$ cat src/rtl/pipe_stage_skid.sv
// Inter-stage pipeline register with valid/ready handshake, optional 2-entry skid buffer,
// flush, NOP-on-empty payload and saturating stall/bubble counters.
module pipe_stage_skid #(
  parameter int DATA_W = 128,
  parameter int CTRL_W = 16,
  parameter int SKID   = 1,
  parameter int CNT_W  = 16
) (
  input  logic              clk,
  input  logic              rst,
  input  logic              in_valid,
  output logic              in_ready,
  input  logic [DATA_W-1:0] in_data,
  output logic              out_valid,
  input  logic              out_ready,
  output logic [DATA_W-1:0] out_data,
  input  logic              flush,
  input  logic              cnt_clr,
  output logic [CNT_W-1:0]  stall_cnt,
  output logic [CNT_W-1:0]  bubble_cnt
);

  localparam bit               HAS_SKID = (SKID != 0);
  localparam logic [CNT_W-1:0] CNT_MAX  = {CNT_W{1'b1}};
  localparam logic [CNT_W-1:0] CNT_ONE  = {{(CNT_W-1){1'b0}}, 1'b1};

  // The zeroed control field must fit inside the payload.
  if (CTRL_W < 1 || CTRL_W > DATA_W) begin : g_bad_ctrl_w
    $error("pipe_stage_skid: CTRL_W must be in 1..DATA_W");
  end

  typedef enum logic [1:0] {
    ST_EMPTY = 2'd0,
    ST_ONE   = 2'd1,
    ST_FULL  = 2'd2
  } state_t;

  state_t            state_r, state_nxt_s;
  logic [DATA_W-1:0] main_r, main_nxt_s, skid_s;
  logic              in_ready_s, out_valid_s, in_fire_s, out_fire_s;
  logic [CNT_W-1:0]  stall_r, bubble_r;

  assign in_fire_s  = in_valid & in_ready_s;
  assign out_fire_s = out_valid_s & out_ready;

  // State register
  always_ff @(posedge clk) begin
    if (rst) begin
      state_r <= ST_EMPTY;
    end else begin
      state_r <= state_nxt_s;
    end
  end

  // Next state and next main payload; every path into EMPTY zeroes main
  always_comb begin
    state_nxt_s = state_r;
    main_nxt_s  = main_r;
    if (flush) begin
      state_nxt_s = ST_EMPTY;
      main_nxt_s  = '0;
    end else begin
      case (state_r)
        ST_EMPTY: begin
          if (in_fire_s) begin
            state_nxt_s = ST_ONE;
            main_nxt_s  = in_data;
          end else begin
            state_nxt_s = ST_EMPTY;
            main_nxt_s  = main_r;
          end
        end
        ST_ONE: begin
          if (in_fire_s && (out_fire_s || !HAS_SKID)) begin
            state_nxt_s = ST_ONE;
            main_nxt_s  = in_data;
          end else if (in_fire_s) begin
            state_nxt_s = ST_FULL;
            main_nxt_s  = main_r;
          end else if (out_fire_s) begin
            state_nxt_s = ST_EMPTY;
            main_nxt_s  = '0;
          end else begin
            state_nxt_s = ST_ONE;
            main_nxt_s  = main_r;
          end
        end
        ST_FULL: begin
          if (out_fire_s) begin
            state_nxt_s = ST_ONE;
            main_nxt_s  = skid_s;
          end else begin
            state_nxt_s = ST_FULL;
            main_nxt_s  = main_r;
          end
        end
        default: begin
          state_nxt_s = ST_EMPTY;
          main_nxt_s  = '0;
        end
      endcase
    end
  end

  // Handshake outputs; with the skid buffer in_ready never looks at out_ready
  always_comb begin
    out_valid_s = (state_r != ST_EMPTY);
    if (rst) begin
      in_ready_s = 1'b0;
    end else if (HAS_SKID) begin
      in_ready_s = (state_r != ST_FULL);
    end else begin
      in_ready_s = !out_valid_s || out_ready;
    end
  end

  // Main payload register
  always_ff @(posedge clk) begin
    if (rst) begin
      main_r <= '0;
    end else begin
      main_r <= main_nxt_s;
    end
  end

  if (HAS_SKID) begin : g_skid
    logic [DATA_W-1:0] skid_r;
    logic              skid_ld_s;

    assign skid_ld_s = (state_r == ST_ONE) && in_fire_s && !out_fire_s;

    // Skid register catches the beat that arrives while main is stalled
    always_ff @(posedge clk) begin
      if (rst || flush) begin
        skid_r <= '0;
      end else if (skid_ld_s) begin
        skid_r <= in_data;
      end else begin
        skid_r <= skid_r;
      end
    end

    assign skid_s = skid_r;
  end else begin : g_no_skid
    assign skid_s = '0;
  end

  // Saturating performance counters, judged on pre-edge handshake state
  always_ff @(posedge clk) begin
    if (rst || cnt_clr) begin
      stall_r  <= '0;
      bubble_r <= '0;
    end else begin
      if (out_valid_s && !out_ready && (stall_r != CNT_MAX)) begin
        stall_r <= stall_r + CNT_ONE;
      end
      if (!out_valid_s && (bubble_r != CNT_MAX)) begin
        bubble_r <= bubble_r + CNT_ONE;
      end
    end
  end

  assign in_ready   = in_ready_s;
  assign out_valid  = out_valid_s;
  assign out_data   = main_r;
  assign stall_cnt  = stall_r;
  assign bubble_cnt = bubble_r;

endmodule

$ cat config.mk
export PLATFORM = sky130hd
export DESIGN_NAME = pipe_stage_skid
export DESIGN_NICKNAME = d
export VERILOG_FILES = /design/src/rtl/pipe_stage_skid.sv
export SDC_FILE = /design/constraint.sdc
export NUM_CORES = 1
export LEC_CHECK = 0
export BUFFER_PORTS_ARGS = -buffer_cell sky130_fd_sc_hd__clkbuf_2
export CAP_MARGIN = 20
export CORE_MARGIN = 4
export CORE_UTILIZATION = 40
export DETAILED_ROUTE_END_ITERATION = 12
export GPL_TIMING_DRIVEN = 1
export MAX_ROUTING_LAYER = met4
export SLEW_MARGIN = 20
export SYNTH_ARGS = -nofsm -noshare
export SYNTH_HDL_FRONTEND = slang
export SYNTH_SLANG_ARGS = --single-unit
$ cat constraint.sdc
create_clock -name clk -period 3.65 [get_ports clk]
set_clock_uncertainty 0.1 [all_clocks]
set_input_delay 0.1825 -clock clk [delete_from_list [all_inputs] [get_ports clk]]
set_output_delay 0.1825 -clock clk [all_outputs]
set_load 0.05 [all_outputs]
==> results of run 1 <==
[where the power goes]
group          total [mW]  leakage (nW)  switching (mW)  internal, mW
clock                3.57         0.587            1.37          2.20
combinational        1.00          3.79           0.640         0.362
sequential           3.28          2.35          0.0449          3.23
[metal layers]
| layer | vias to the layer above | wire length [um] | GRT usage, % |
|---|---|---|---|
| li1 | 6762 | - | - |
| met1 | 6399 | 20300 | 31.7 |
| met2 | 451 | 20800 | 37.7 |
| met3 | 95 | 2590 | 3.64 |
| met4 | 0 | 1300 | 7.60 |
| met5 | - | 0 | - |
[flip-flops by register name (all words and copies together) (netlist names)]
name           cells
bubble_cnt        16
state_r            2
stall_cnt         16
out_data         128
g_skid.skid_r    128
[synthesized netlist by cell type, types with 2 or more instances]
cell type and n:
nand4_1 11, nor3_1 6, o21ai_1 2, xor2_1 2, o41ai_1 3, a31oi_1 2
inv_1 388, buf_2 36, and3_1 5, or2_2 2, dfxtp_1 290, a211oi_1 259
and2_1 2, nor2_1 12, and4_1 7, nand3_1 11, a21oi_1 146, clkbuf_1 106
or4_1 6, nand2_1 272, buf_1 16, ha_1 4, buf_4 4, nand2b_1 2
o32ai_1 128, mux2i_1 2, nor2b_1 2, o211ai_1 5, or3_1 12, nor4_1 2
o21ai_0 12, o31ai_1 8
[stage by stage]
stage	setup WS (ps)	total power [mW]	util, %
floorplan	1050	3.94	-
global placement	749	4.23	46.1
detailed placement	741	4.23	46.1
CTS	720	7.93	53.4
global route	508	8.15	53.5
finish	685	7.85	53.5
[critical path: cells and delay by family, from the launching register on]
kind,cells,cell delay [ps]
buffers and inverters,4,1750
flip-flops,1,450
AO/OA/AOI/OAI,2,390
[worst max path at each step]
| stage | slack, ps | start | endpoint |
|---|---|---|---|
| after floorplan | 1050 | state_r[0] | out_data[46] |
| after global placement | 750 | state_r[1] | out_data[64] |
| after detailed placement | 740 | state_r[1] | out_data[109] |
| after CTS | 720 | state_r[1] | out_data[109] |
| after global routing | 510 | state_r[1] | out_data[6] |
| final | 680 | state_r[1] | out_data[56] |
[kinds of logic (layout without fill, tap and decap cells)]
kind of cell	count (synthesis)	in the layout	synth area share [%]
AOI/OAI and AO/OA	577	577	30.0
xor gates and xnor gates	2	2	0.128
adders and majority gates	4	4	0.365
buffers and inverters	550	902	15.5
DFF	290	290	42.4
muxes	2	2	0.146
other	0	5	0
and+or+nand+nor	359	359	11.5
[final cells by class]
cell class,count,area share [%]
clock inverter,7,0.514
antenna,5,0.0694
multi-input combinational,944,32.4
tap,448,3.11
timing repair buffer,451,17.5
inverter,388,8.09
sequential,290,32.2
clock buffer,56,6.09
[timing repair]
action,in CTS,in global routing
hold buffers,130,0
resized for setup,0,0
hold endpoints to repair,132,0
==> flow_summary.json, run 1 <==
{
  "outcome": "completed",
  "die_h_um": 193,
  "place_area_um2": 15500,
  "ant_nets": 0,
  "antenna_found_initial": 5,
  "hold_viol_final": 0,
  "cts_buffers": 36,
  "post_cts_buffers": 0,
  "cts_sinks": 290,
  "cts_root_buffer": "clkbuf_16",
  "p_leak_nw": 6.73,
  "multi_input_area_um2": 5830,
  "grt_pass1_wl_um": 71300,
  "cp.arrival_ps": 3210,
  "grt_use_total_pct": 23.9,
  "clkTransAtPathRegs_ps": 60,
  "syn2layout_area_growth_pct": 31.5,
  "fillers": 3214,
  "required_ps": 3890,
  "synth_edf_count": 0,
  "crit_chain": "inv_4, buf_4, buf_4, a21o_4, buf_12, a211oi_1",
  "synth_flop_cell": "dfxtp_1",
  "synthTopCellsByArea": "dfxtp_1 (42%), a211oi_1 (14%), inv_1 (11%)",
  "routed_wl_um": 45000,
  "power_density_nw_per_um2": 436,
  "max_stage_delay_ps": 950,
  "synth-seq-cells": 290,
  "dr_total_vias": 13707,
  "htree_levels": 2,
  "final_area_um2": 18000,
  "first_global_vias": 13287,
  "path_common_cell": "buf_4",
  "crit_fanout": 89,
  "rows": 67,
  "ir_drop_mv": 0.256,
  "dp_cells": 2391,
  "cp-end-kind": "flip-flop",
  "grt_overflow": 0,
  "yosysSeqAreaShare_pct": 42.4,
  "port_buffers": 295,
  "core-area_um2": 33700,
  "hold_depth": 3,
  "grt_setup_unrepaired": "false",
  "syn-cell-area_um2": 13700,
  "async_reset_ff_share_pct": 0,
  "firstDrtPassIters": 6,
  "post-dp-hpwl_um": 26200,
  "gp_congestion": 0.830,
  "slew_viol_final": 0,
  "drv_cap": 0,
  "start_util_pct": 40.7,
  "ys_warn_count": 0,
  "vias_per_cell": 5.29,
  "nets": 2249,
  "drt-initial-drc-count": 855,
  "synth_cell_types": 51,
  "fin_crit_sh_pct": 81.2,
  "ff2ff_setup_slack_ps": 680,
  "crit_type": "flip-flop to flip-flop",
  "worst_pin_slew_ps": 1130,
  "drc": 0,
  "tritoncts": "yes",
  "grt_start_max_net_pins": 129,
  "rr_endpoint": "out_data[56]",
  "final_layout_size_suffix_gt1_share_pct": 18.4,
  "setup_violations": 0,
  "synth_top_cell_by_area": "dfxtp_1",
  "synth_fp_nets": 1922,
  "worst_skew_pair.late_latency_ps": 500,
  "max_freq_mhz": 337,
  "io_pins": 296,
  "rr_worst_depth": 6,
  "hold_path_startpoint": "rst",
  "hold_class": "input port to flip-flop",
  "wl_per_cell_um": 17.4,
  "die_x_um": 193,
  "finalNonFillerCells": 2589,
  "syn_inst": 1784,
  "crit_path_start_kind": "flip-flop",
  "hold_end": "bubble_cnt[10]",
  "r2r-start": "state_r[1]",
  "slowest_stage": "buf_4",
  "final_cell_mix": "inv_1 (387), clkbuf_2 (295), dfxtp_1 (289)",
  "max-slew-margin-rel_pct": 24.7,
  "yosysTopAreaCellShare_pct": 42.4,
  "min_period_ps": 2970,
  "seq_area_um2": 5810,
  "finalSetupTns_ps": 0,
  "cts.path.max_buffers": 3,
  "final_common_cell": "inv_1",
  "holdWs_ps": 31.4,
  "dieArea_um2": 37300,
  "syn_avg_cell_area_um2": 7.68
}
Note: power is estimated with default switching activity, not from simulation.
==> inputs of run 2 (changes only) <==
--- a/config.mk
+++ b/config.mk
@@ -5,6 +5,7 @@
 export SDC_FILE = /design/constraint.sdc
 export NUM_CORES = 1
 export LEC_CHECK = 0
+export ABC_AREA = 1
 export BUFFER_PORTS_ARGS = -buffer_cell sky130_fd_sc_hd__clkbuf_2
 export CAP_MARGIN = 20
 export CORE_MARGIN = 4
==> constraint.sdc (replaced) <==
create_clock -name clk -period 2.8 [get_ports clk]
set_clock_uncertainty 0.1 [all_clocks]
set_input_delay 0.14 -clock clk [delete_from_list [all_inputs] [get_ports clk]]
set_output_delay 0.14 -clock clk [all_outputs]
set_load 0.05 [all_outputs]
==> run 2 against run 1 <==
Critical path depth unchanged. Sequential power increased by 29%. Wire length decreased by 20%. Worst setup slack got worse by 330 ps. Sequential cell count unchanged. Power increased by 23%. Register-to-register slack got worse by 330 ps.
==> flow_summary.json, run 2 <==
{
  "crit_type": "flip-flop to flip-flop",
  "start_util_pct": 40.5,
  "power.internal_mw": 7.28,
  "seqPwrFrac_pct": 43.7,
  "power.switching_mw": 2.40,
  "syn-cell-area_um2": 12400,
  "worst_pin_slew_ps": 982,
  "hold_viol_final": 0,
  "cp-end-kind": "flip-flop",
  "yosysTopAreaCellShare_pct": 46.9,
  "final_common_cell": "o21ai_0",
  "antenna_found_initial": 1,
  "die_x_um": 184,
  "wl_per_cell_um": 14.2,
  "place_area_um2": 14100,
  "post_cts_buffers": 0,
  "final_area_um2": 16500,
  "synth_flop_cell": "dfxtp_1",
  "synth-compound-area-share_pct": 21.8,
  "cp.arrival_ps": 2760,
  "synthXorXnorAreaFrac_pct": 0,
  "synthTopCellsByArea": "dfxtp_1 (47%), o21ai_0 (15%), nand2_1 (11%)",
  "yosysMostFrequentCell": "o21ai_0",
  "crit_start": "state_r[1]",
  "synthAdderAreaFrac_pct": 0.405,
  "synth_common_cells": "o21ai_0 (363), nand2_1 (358), dfxtp_1 (290)",
  "p_comb_share_pct": 10.7,
  "ir_drop_mv": 0.434,
  "synth_edf_count": 0,
  "drv_cap": 0,
  "clkTransAtPathRegs_ps": 60,
  "finalNonFillerCells": 2536,
  "synth-simple-area-share_pct": 20.8,
  "grt_setup_unrepaired": "false",
  "yosysSeqAreaShare_pct": 46.9,
  "finalSetupTns_ps": 0,
  "hold_class": "input port to flip-flop",
  "fin_crit_sh_pct": 87.2,
  "grt_pass1_wl_um": 59400,
  "min_period_ps": 2440,
  "grt_overflow": 0,
  "io_pins": 296,
  "final_cell_mix": "o21ai_0 (363), nand2_1 (358), clkbuf_2 (295)",
  "htree_levels": 2,
  "synth_fp_nets": 1900,
  "p_leak_nw": 7.18,
  "async_reset_ff_share_pct": 0,
  "dieArea_um2": 33800,
  "dr_total_vias": 12643,
  "crit_path_start_kind": "flip-flop",
  "synth_mux_area_share_pct": 0,
  "port_buffers": 295,
  "firstDrtPassIters": 5,
  "cts_hold_buffers": 132,
  "first_global_vias": 11936,
  "rows": 64,
  "post-dp-hpwl_um": 22200,
  "r2r-start": "state_r[1]",
  "synth_top_family_by_area": "compound AO/OA/AOI/OAI gates",
  "ys_warn_count": 0,
  "routed_wl_um": 36100,
  "max-slew-margin-rel_pct": 34.5,
  "vias_per_cell": 4.99,
  "cts.path.max_buffers": 3,
  "outcome": "completed",
  "gp_congestion": 0.807,
  "postLayoutCoreUtil_pct": 54.2,
  "switching_share_pct": 24.8,
  "grt_use_total_pct": 21.3,
  "nets": 2254,
  "cts_root_buffer": "clkbuf_16",
  "power_frac_clock_pct": 45.6,
  "cts_sinks": 290,
  "dp_cells": 2344,
  "drc": 0,
  "die_h_um": 184,
  "ant_nets": 0,
  "drt-initial-drc-count": 803,
  "synth-seq-cells": 290,
  "hold_path_startpoint": "in_valid",
  "slew_viol_final": 0,
  "grt_start_max_net_pins": 155,
  "ctsResizeCount": 0,
  "synth_cell_types": 25,
  "syn_inst": 1762,
  "core-area_um2": 30500,
  "setup_violations": 0,
  "worst_skew_pair.late_latency_ps": 490,
  "synth_top_cell_by_area": "dfxtp_1",
  "syn2layout_area_growth_pct": 33.7,
  "power_density_nw_per_um2": 586,
  "crit_fanout": 82,
  "syn_avg_cell_area_um2": 7.02,
  "max_freq_mhz": 410,
  "cts_buffers": 34,
  "tritoncts": "yes",
  "final_layout_size_suffix_gt1_share_pct": 18.1,
  "required_ps": 3120
}
==> run 2: cell types whose count changed in the layout (fill, tap and decap cells not counted), sizes merged, moves of 88 or more <==
cell	before	now
nor2	12	104
o32ai	128	0
inv	389	175
a211oi	259	0
nand3	11	144
o21ai	14	369
nand2	272	360
==> run 2: path summary, 6_finish.rpt <==
kind                            cells past startpoint      endpoint  slack, ps
worst min-delay path                                5    state_r[0]         60
worst max register to register                      6  out_data[10]        360
worst min register to register                      2  out_data[65]        380
worst max-delay path                                6  out_data[10]        360
==> run 2: layout make-up <==
class                      count  area [um^2]
clock inverter                13          145
sequential                   290         5810
clock buffer                  46          977
timing repair buffer         450         3100
tap                          396          495
inverter                     174          654
antenna                        1         2.50
multi-input combinational   1166         5360
fill                        2926        14000
==> run 2: routing by layer <==
layer	part of all wire, %	track usage (%)
met5	0	-
met2	47	34.4
met1	45	27.5
met4	2.6	6.00
met3	5.7	3.68
==> run 2: cells by family (layout without fill, tap and decap cells) <==
group,Yosys count,after routing
fa+ha+maj,4,4
flops,290,290
other cells,0,1
simple gates,624,624
buf+inv,306,683
compound gates,538,538
==> run 2: metrics by stage <==
step	worst slack, ps	power [mW]	hold slack [ps]
2_1_floorplan	756	4.92	183
3_3_place_gp	397	5.21	279
3_5_place_dp	372	5.21	281
4_1_cts	370	9.81	38.8
5_1_grt	145	10.1	79.6
6_report	359	9.69	59.4
==> run 2: power groups by stage <==
stage / Sequential [mW] / Combinational, mW / Clock, mW
floorplan: 4.53 / 0.393 / 0
global placement: 4.33 / 0.879 / 0
detailed placement: 4.33 / 0.883 / 0
CTS: 4.24 / 1.04 / 4.54
global route: 4.24 / 1.14 / 4.70
finish: 4.24 / 1.03 / 4.42
==> run 2: worst max-delay path: stages, from the launching register on <==
cell and delay (ps):
dfxtp_4 370, buf_4 470, buf_4 850, nand2_1 110
o21ai_0 150, nand2_1 80, o21ai_0 150
